**config.mk**
```make
export PLATFORM = sky130hd
export DESIGN_NAME = qmult_pipe
export DESIGN_NICKNAME = d
export VERILOG_FILES = /design/src/rtl/qmult_pipe.sv
export SDC_FILE = /design/constraint.sdc
export NUM_CORES = 2
export LEC_CHECK = 0
export ABC_AREA = 1
export CAP_MARGIN = 30
export CORE_MARGIN = 4
export CORE_UTILIZATION = 55
export CTS_CLUSTER_DIAMETER = 40
export DETAILED_ROUTE_END_ITERATION = 8
export PLACE_DENSITY = 0.83
export SKIP_CTS_REPAIR_TIMING = 1
export SYNTH_ARGS = -nofsm -noshare
export SYNTH_HDL_FRONTEND = slang
export SYNTH_SLANG_ARGS = --single-unit
```
**constraint.sdc**
```tcl
create_clock -name clk -period 6.8 [get_ports clk]
set_clock_uncertainty 0.15 [all_clocks]
set_input_delay 1.36 -clock clk [delete_from_list [all_inputs] [get_ports clk]]
set_output_delay 1.36 -clock clk [all_outputs]
set_load 0.005 [all_outputs]
```
**src/rtl/qmult_pipe.sv**
```systemverilog
// Three-stage pipelined signed Q-format multiplier with rounding, saturation
// and a sticky overflow flag. One global advance enable stalls the whole pipe.
module qmult_pipe #(
   parameter int Q = 18,
   parameter int N = 32
) (
   input  logic         clk,
   input  logic         rst,
   input  logic         in_valid,
   output logic         in_ready,
   input  logic [N-1:0] a,
   input  logic [N-1:0] b,
   input  logic         round_en,
   input  logic         sat_en,
   output logic         out_valid,
   input  logic         out_ready,
   output logic [N-1:0] o_result,
   output logic         ovr,
   output logic         ovr_sticky,
   input  logic         clr
);

   localparam logic [2*N-1:0] ONE_W    = {{(2*N-1){1'b0}}, 1'b1};
   localparam logic [2*N-1:0] RND_HALF = ONE_W << (Q-1);
   localparam logic [2*N-1:0] LIM_POS  = {{(N+1){1'b0}}, {(N-1){1'b1}}};
   localparam logic [2*N-1:0] LIM_NEG  = LIM_POS + ONE_W;
   localparam logic [N-1:0]   SAT_POS  = {1'b0, {(N-1){1'b1}}};
   localparam logic [N-1:0]   SAT_NEG  = {1'b1, {(N-1){1'b0}}};

   // stage 1: sign and exact magnitudes
   logic         r_v1;
   logic         r_sign1;
   logic [N:0]   r_mag_a;
   logic [N:0]   r_mag_b;
   logic         r_rnd1;
   logic         r_sat1;

   // stage 2: unsigned magnitude product
   logic         r_v2;
   logic         r_sign2;
   logic [2*N-1:0] r_p;
   logic         r_rnd2;
   logic         r_sat2;

   // stage 3: final result
   logic         r_v3;
   logic [N-1:0] r_res;
   logic         r_ovr;
   logic         r_sticky;

   logic         w_en;
   logic [N:0]   w_a_ext;
   logic [N:0]   w_b_ext;
   logic [N:0]   w_mag_a;
   logic [N:0]   w_mag_b;
   logic [2*N-1:0] w_prod;
   logic [2*N-1:0] w_sum;
   logic [2*N-1:0] w_m;
   logic [N-1:0] w_m_low;
   logic         w_neg;
   logic         w_ovf;
   logic [N-1:0] w_res;

   assign w_en = !r_v3 || out_ready;

   // Sign-extend one bit so |-2^(N-1)| is representable.
   assign w_a_ext = {a[N-1], a};
   assign w_b_ext = {b[N-1], b};
   assign w_mag_a = a[N-1] ? (~w_a_ext + 1'b1) : w_a_ext;
   assign w_mag_b = b[N-1] ? (~w_b_ext + 1'b1) : w_b_ext;

   assign w_prod = {{(N-1){1'b0}}, r_mag_a} * {{(N-1){1'b0}}, r_mag_b};

   // Adding half an LSB before the shift equals (P >> Q) + P[Q-1].
   assign w_sum   = r_p + (r_rnd2 ? RND_HALF : '0);
   assign w_m     = w_sum >> Q;
   assign w_m_low = w_m[N-1:0];

   // NOTE: every variable gets a default first so no path can infer a latch.
   always_comb begin
      w_neg = r_sign2 && (w_m != '0);
      w_ovf = 1'b0;
      w_res = w_neg ? (~w_m_low + 1'b1) : w_m_low;
      if (w_neg) begin
         w_ovf = (w_m > LIM_NEG);
      end else begin
         w_ovf = (w_m > LIM_POS);
      end
      if (w_ovf && r_sat2) begin
         w_res = w_neg ? SAT_NEG : SAT_POS;
      end
   end

   // NOTE: sequential state uses non-blocking assignments only, so every
   // stage reads the values its neighbours held before this edge.
   always_ff @(posedge clk) begin
      if (rst) begin
         r_v1  <= 1'b0;
         r_v2  <= 1'b0;
         r_v3  <= 1'b0;
         r_res <= '0;
         r_ovr <= 1'b0;
      end else if (w_en) begin
         r_v1  <= in_valid;
         r_v2  <= r_v1;
         r_v3  <= r_v2;
         r_res <= w_res;
         r_ovr <= w_ovf;
      end
   end

   // NOTE: datapath registers carry no reset; the valid bits alone decide
   // whether their contents mean anything.
   always_ff @(posedge clk) begin
      if (w_en) begin
         r_sign1 <= a[N-1] ^ b[N-1];
         r_mag_a <= w_mag_a;
         r_mag_b <= w_mag_b;
         r_rnd1  <= round_en;
         r_sat1  <= sat_en;
         r_sign2 <= r_sign1;
         r_p     <= w_prod;
         r_rnd2  <= r_rnd1;
         r_sat2  <= r_sat1;
      end
   end

   // A delivered overflow beats a simultaneous clear.
   always_ff @(posedge clk) begin
      if (rst) begin
         r_sticky <= 1'b0;
      end else if (r_v3 && out_ready && r_ovr) begin
         r_sticky <= 1'b1;
      end else if (clr) begin
         r_sticky <= 1'b0;
      end
   end

   // Outputs are forced to their idle values for the whole time rst is high.
   assign in_ready   = rst || w_en;
   assign out_valid  = r_v3 && !rst;
   assign o_result   = rst ? '0 : r_res;
   assign ovr        = r_ovr && !rst;
   assign ovr_sticky = r_sticky && !rst;

endmodule
```
# Word-level counts from Yosys, hierarchy flattened
# Cells that the tools add are included.
dict set report word_totals {
  inputBits 71
  reg_bits 173
}
dict set report op_classes {
  mul 1
  n_lt_le_gt_ge 2
  bitwise_logic 4
  muxes 10
  reduce_logical 13
  addsub 4
}
# operator count
set op_table {}
lappend op_table {{2-to-1 mux 32 bit} 4}
lappend op_table {{adder 33 x 1 -> 33 bit, second input constant} 2}
lappend op_table {{NOT 33 bit} 2}
lappend op_table {{adder 64 x 18 -> 64 bit} 1}
lappend op_table {{multiplier 33 x 33 -> 64 bit} 1}
lappend op_table {{nonzero test 64 bit} 1}
lappend op_table {{2-to-1 mux 31 bit} 2}
lappend op_table {{greater-than comparator 46 x 31 -> 1 bit, second input constant} 1}
lappend op_table {{greater-than comparator 46 x 32 -> 1 bit, second input constant} 1}
lappend op_table {{adder 32 x 1 -> 32 bit, second input constant} 1}
lappend op_table {{NOT 32 bit} 1}
lappend op_table {{2-to-1 mux 18 bit} 1}
lappend op_table {{logical AND 1 bit} 7}
lappend op_table {{2-to-1 mux 1 bit} 3}
lappend op_table {{logical NOT 1 bit} 2}
lappend op_table {{logical OR 1 bit} 2}
lappend op_table {{nonzero test 2 bit} 1}
lappend op_table {{bitwise XOR 1 bit} 1}

# Logic depth before layout (Yosys ltp)
dict set report depth {
  ltp_word 7
  ltp_mapped 33
  depth_no_buf 31
}

# Worst setup path before layout
# No wires, ideal clock.
dict set report synth_path {
  path_kind {flip-flop to flip-flop}
  startpoint {register r_mag_a[19]}
  endpoint {register r_p[49], data pin}
  path_buffers 2
  synth_period_minus_slack_ns 6.914
  stages_incl_launch_ff 29
  slack_ns -0.114
  t_arrival_ns 6.499
  path_cell_list {edfxtp_1 clkbuf_1 clkbuf_1 nand2_1 inv_1 fa_1 inv_1 fa_1 inv_1 fa_1 inv_1 fa_1 inv_1 fa_1 inv_1 fa_1 inv_1 fa_1 inv_1 fa_1 inv_1 ha_1 nand2_1 nor2_1 nand3_1 o21ai_0 a21oi_1 o21ai_0 xor2_1}
}
dict set report synth_via {
  elab_chain_len 1
}
# element line_no
set synth_lines {}
lappend synth_lines {{from (decl)} 33} ;# logic [N:0] r_mag_a;
lappend synth_lines {{from (signal assigned)} 117} ;# r_mag_a <= w_mag_a;
lappend synth_lines {{multiplier 33 x 33 -> 64 bit} 72} ;# assign w_prod = {{(N-1){1'b0}}, r_mag_a} * {{(N-1){1'b0}}, r_mag_b};
lappend synth_lines {{net w_prod[49]} 56} ;# logic [2*N-1:0] w_prod;
lappend synth_lines {{to (signal assigned)} 122} ;# r_p <= w_prod;
lappend synth_lines {{to (decl)} 41} ;# logic [2*N-1:0] r_p;
# The timed path passes the listed nets, and every way through them passes these cells.
# A chain may end at the register's enable or synchronous reset.

# Worst setup path after layout
dict set report layout_path {
  startpoint {register r_mag_a[15]}
  endpoint {register r_p[50], data pin}
}
# The elaborated chain is that of the path after synthesis.

==> results.sh <==
export IMPL_io_pins=107
export IMPL_numClockSinks=156
export IMPL_multi_input_area_sq_um=34700
export IMPL_syn_inst=5993
export IMPL_setup_viol=43
export IMPL_rsz0062_at_grt="true"
export IMPL_cts_inserted_buffers=17
export IMPL_fin_nets=7617
export IMPL_slowest_delay_ns=0.56
export IMPL_vias=39300
export IMPL_dr_pass1_iters=7
export IMPL_place_gp_congestion=0.984
export IMPL_cp_startpoint="r_mag_a[15]$_DFFE_PP_"
export IMPL_r2r_start="r_mag_a[15]$_DFFE_PP_"
export IMPL_regArea_sq_um=4310
export IMPL_fp_row_count=105
export IMPL_fin_ws_ns=-0.551
export IMPL_ys_ff_latch=156
export IMPL_die_area_sq_um=88200
export IMPL_hp_class="flip-flop to flip-flop"
export IMPL_cts_tree="done"
export IMPL_coreArea_sq_um=82400
export IMPL_cap_violations=0
export IMPL_fp_dieH_microns=297
export IMPL_fin_crit_sh_pct=108
export IMPL_tightest_slew_ns=0.913
export IMPL_drt_first_iter_violations=3025
export IMPL_finalCriticalPeriod_ns=7.35
export IMPL_ys_seq_area_share_pct=9.39
export IMPL_vias_per_cell=5.29
export IMPL_maxSlewViolCount=0
export IMPL_synth_warnings=0
export IMPL_crit_type="flip-flop to flip-flop"
export IMPL_r2r_end="r_p[50]$_DFFE_PP_"
export IMPL_cp_endpoint="r_p[50]$_DFFE_PP_"
export IMPL_r2r_slack_ns=-0.55
export IMPL_cts_root_buf="clkbuf_16"
export IMPL_status="finished, violations left"
export IMPL_hp_start="r_rnd1$_DFFE_PP_"
export IMPL_finalSetupTns_ns=-15.59
export IMPL_fp_dieW_microns=297
export IMPL_fmaxAchievable_mhz=136
export IMPL_crit_arrival_ns=7.45
export IMPL_ys_types=51
export IMPL_grt_pass1_wl_microns=209000
export IMPL_start_util_pct=55.8
export IMPL_hold_viol=0
export IMPL_synth_edf_count=119
export IMPL_cp_slowest_cell="fa_1"
export IMPL_drive_gt1_share_pct=13.4
export IMPL_rr_worst_depth=28
export IMPL_critPathRequiredTime_ns=6.90
export IMPL_drc=0
export IMPL_cts_max_level=4
export IMPL_grt_max_degree=102
export IMPL_fin_cells=7423
export IMPL_slew_limit_headroom_pct=39.1
export IMPL_final_cell_mix="inv_1 (1770), nand2_1 (1535), fa_1 (940)"
export IMPL_post_dp_hpwl_microns=108000
export IMPL_syn_area_sq_um=45900
export IMPL_start_kind="flip-flop"
export IMPL_track_usage_pct=29.7
export IMPL_ys_async_sr_fraction_pct=0
export IMPL_nFillCells=6447
export IMPL_overflow=0
export IMPL_final_common_cell="inv_1"
export IMPL_crit_fanout=5
export IMPL_port_buffers=106
export IMPL_setup_worst_path_end_class="flip-flop"
export IMPL_violations="negative setup slack"
export IMPL_clk_latency_ns=0.51
export IMPL_synthFlopType="edfxtp_1"
export IMPL_synth_avg_cell_area_sq_um=7.66
export IMPL_clockBufferDepth=2
export IMPL_antenna_found_initial=1
export IMPL_clkTransAtPathRegs_ns=0.07
export IMPL_grt_pass1_vias=41500
export IMPL_crit_top_cell="fa_1"
export IMPL_drtAntennaViolNets=0
export IMPL_area_delta_synth_final_pct=16.9
export IMPL_wirelength_microns=132000
export IMPL_wl_per_cell_microns=17.7
export IMPL_dp_cells=7350
sequential cells by signal (all words and copies together), names as in the netlist:
signal and count:
r_v2 1, r_mag_b 33, r_rnd2 1, r_sat1 1, r_sign2 1, r_p 47
r_sign1 1, r_mag_a 33, r_sticky 1, r_sat2 1, r_ovr 1, r_v3 1
r_rnd1 1, r_v1 1, r_res 32
layer usage:
layer / share of wire (%) / GRT usage (%) / up-vias
li1: - / - / 17600
met1: 37 / 36.5 / 19000
met2: 48 / 50.6 / 2030
met3: 9.1 / 6.26 / 566
met4: 5.7 / 13.2 / 2
met5: 0.0083 / 0 / -
Yosys cell counts (37+ instances only):
cell type     n  area (sq um)
a21oi_1     126           631
clkbuf_1    271          1020
dfxtp_1      37           741
edfxtp_1    119          3570
fa_1        956         19100
ha_1        251          3140
inv_1      1804          6770
nand2_1    1566          5880
nand3_1      81           405
nor2_1      273          1020
o21ai_0     106           531
xnor2_1      54           473
xor2_1       84           736
cell type report:
| class | count | area share [%] |
|---|---|---|
| antenna | 1 | 0.00466 |
| multi-input combinational | 3743 | 64.6 |
| clock buffer | 18 | 0.799 |
| sequential | 156 | 8.03 |
| inverter | 1809 | 12.7 |
| tap | 1070 | 2.49 |
| clock inverter | 14 | 0.340 |
| timing repair buffer | 612 | 11.1 |
worst min path at each step:
stage                       end  slack (ns)  depth (start not counted)
4_1_cts        r_rnd2$_DFFE_PP_        0.27                          0
2_1_floorplan  r_rnd2$_DFFE_PP_        0.25                          0
3_3_place_gp   r_sat2$_DFFE_PP_        0.25                          0
5_1_grt        r_sat2$_DFFE_PP_        0.27                          0
6_report       r_rnd2$_DFFE_PP_        0.27                          0
3_5_place_dp   r_sat2$_DFFE_PP_        0.26                          0
through the flow:
| stage | hold WS [ns] | worst slack (ns) | cell area, sq um | utilization (%) |
|---|---|---|---|---|
| 2_1_floorplan | 0.250 | 0.0175 | 46000 | - |
| 3_3_place_gp | 0.251 | -0.403 | 51600 | 62.7 |
| 3_5_place_dp | 0.256 | -0.498 | 51700 | 62.7 |
| 4_1_cts | 0.272 | -0.490 | 52300 | 63.5 |
| 5_1_grt | 0.273 | -0.855 | 53700 | 65.2 |
| 6_report | 0.269 | -0.551 | 53700 | 65.2 |
worst max-delay path, delay by kind of cell (launching register included):
family | cells | cell delay, ns
adders and majority gates | 9 | 4.43
AOI/OAI and AO/OA | 4 | 0.63
xor gates and xnor gates | 1 | 0.16
buffers and inverters | 10 | 1.01
and+or+nand+nor | 4 | 0.29
DFF | 1 | 0.42
kinds of logic after synthesis:
group,share of synthesized area (%)
buffers and inverters,17.3
xor gates and xnor gates,2.63
other,0.00816
adders and majority gates,48.5
AOI/OAI and AO/OA,4.29
and+or+nand+nor,17.9
DFF,9.39
Power is not shown: default switching activity piles up to over one toggle a cycle in this logic, so the estimate is an artifact.
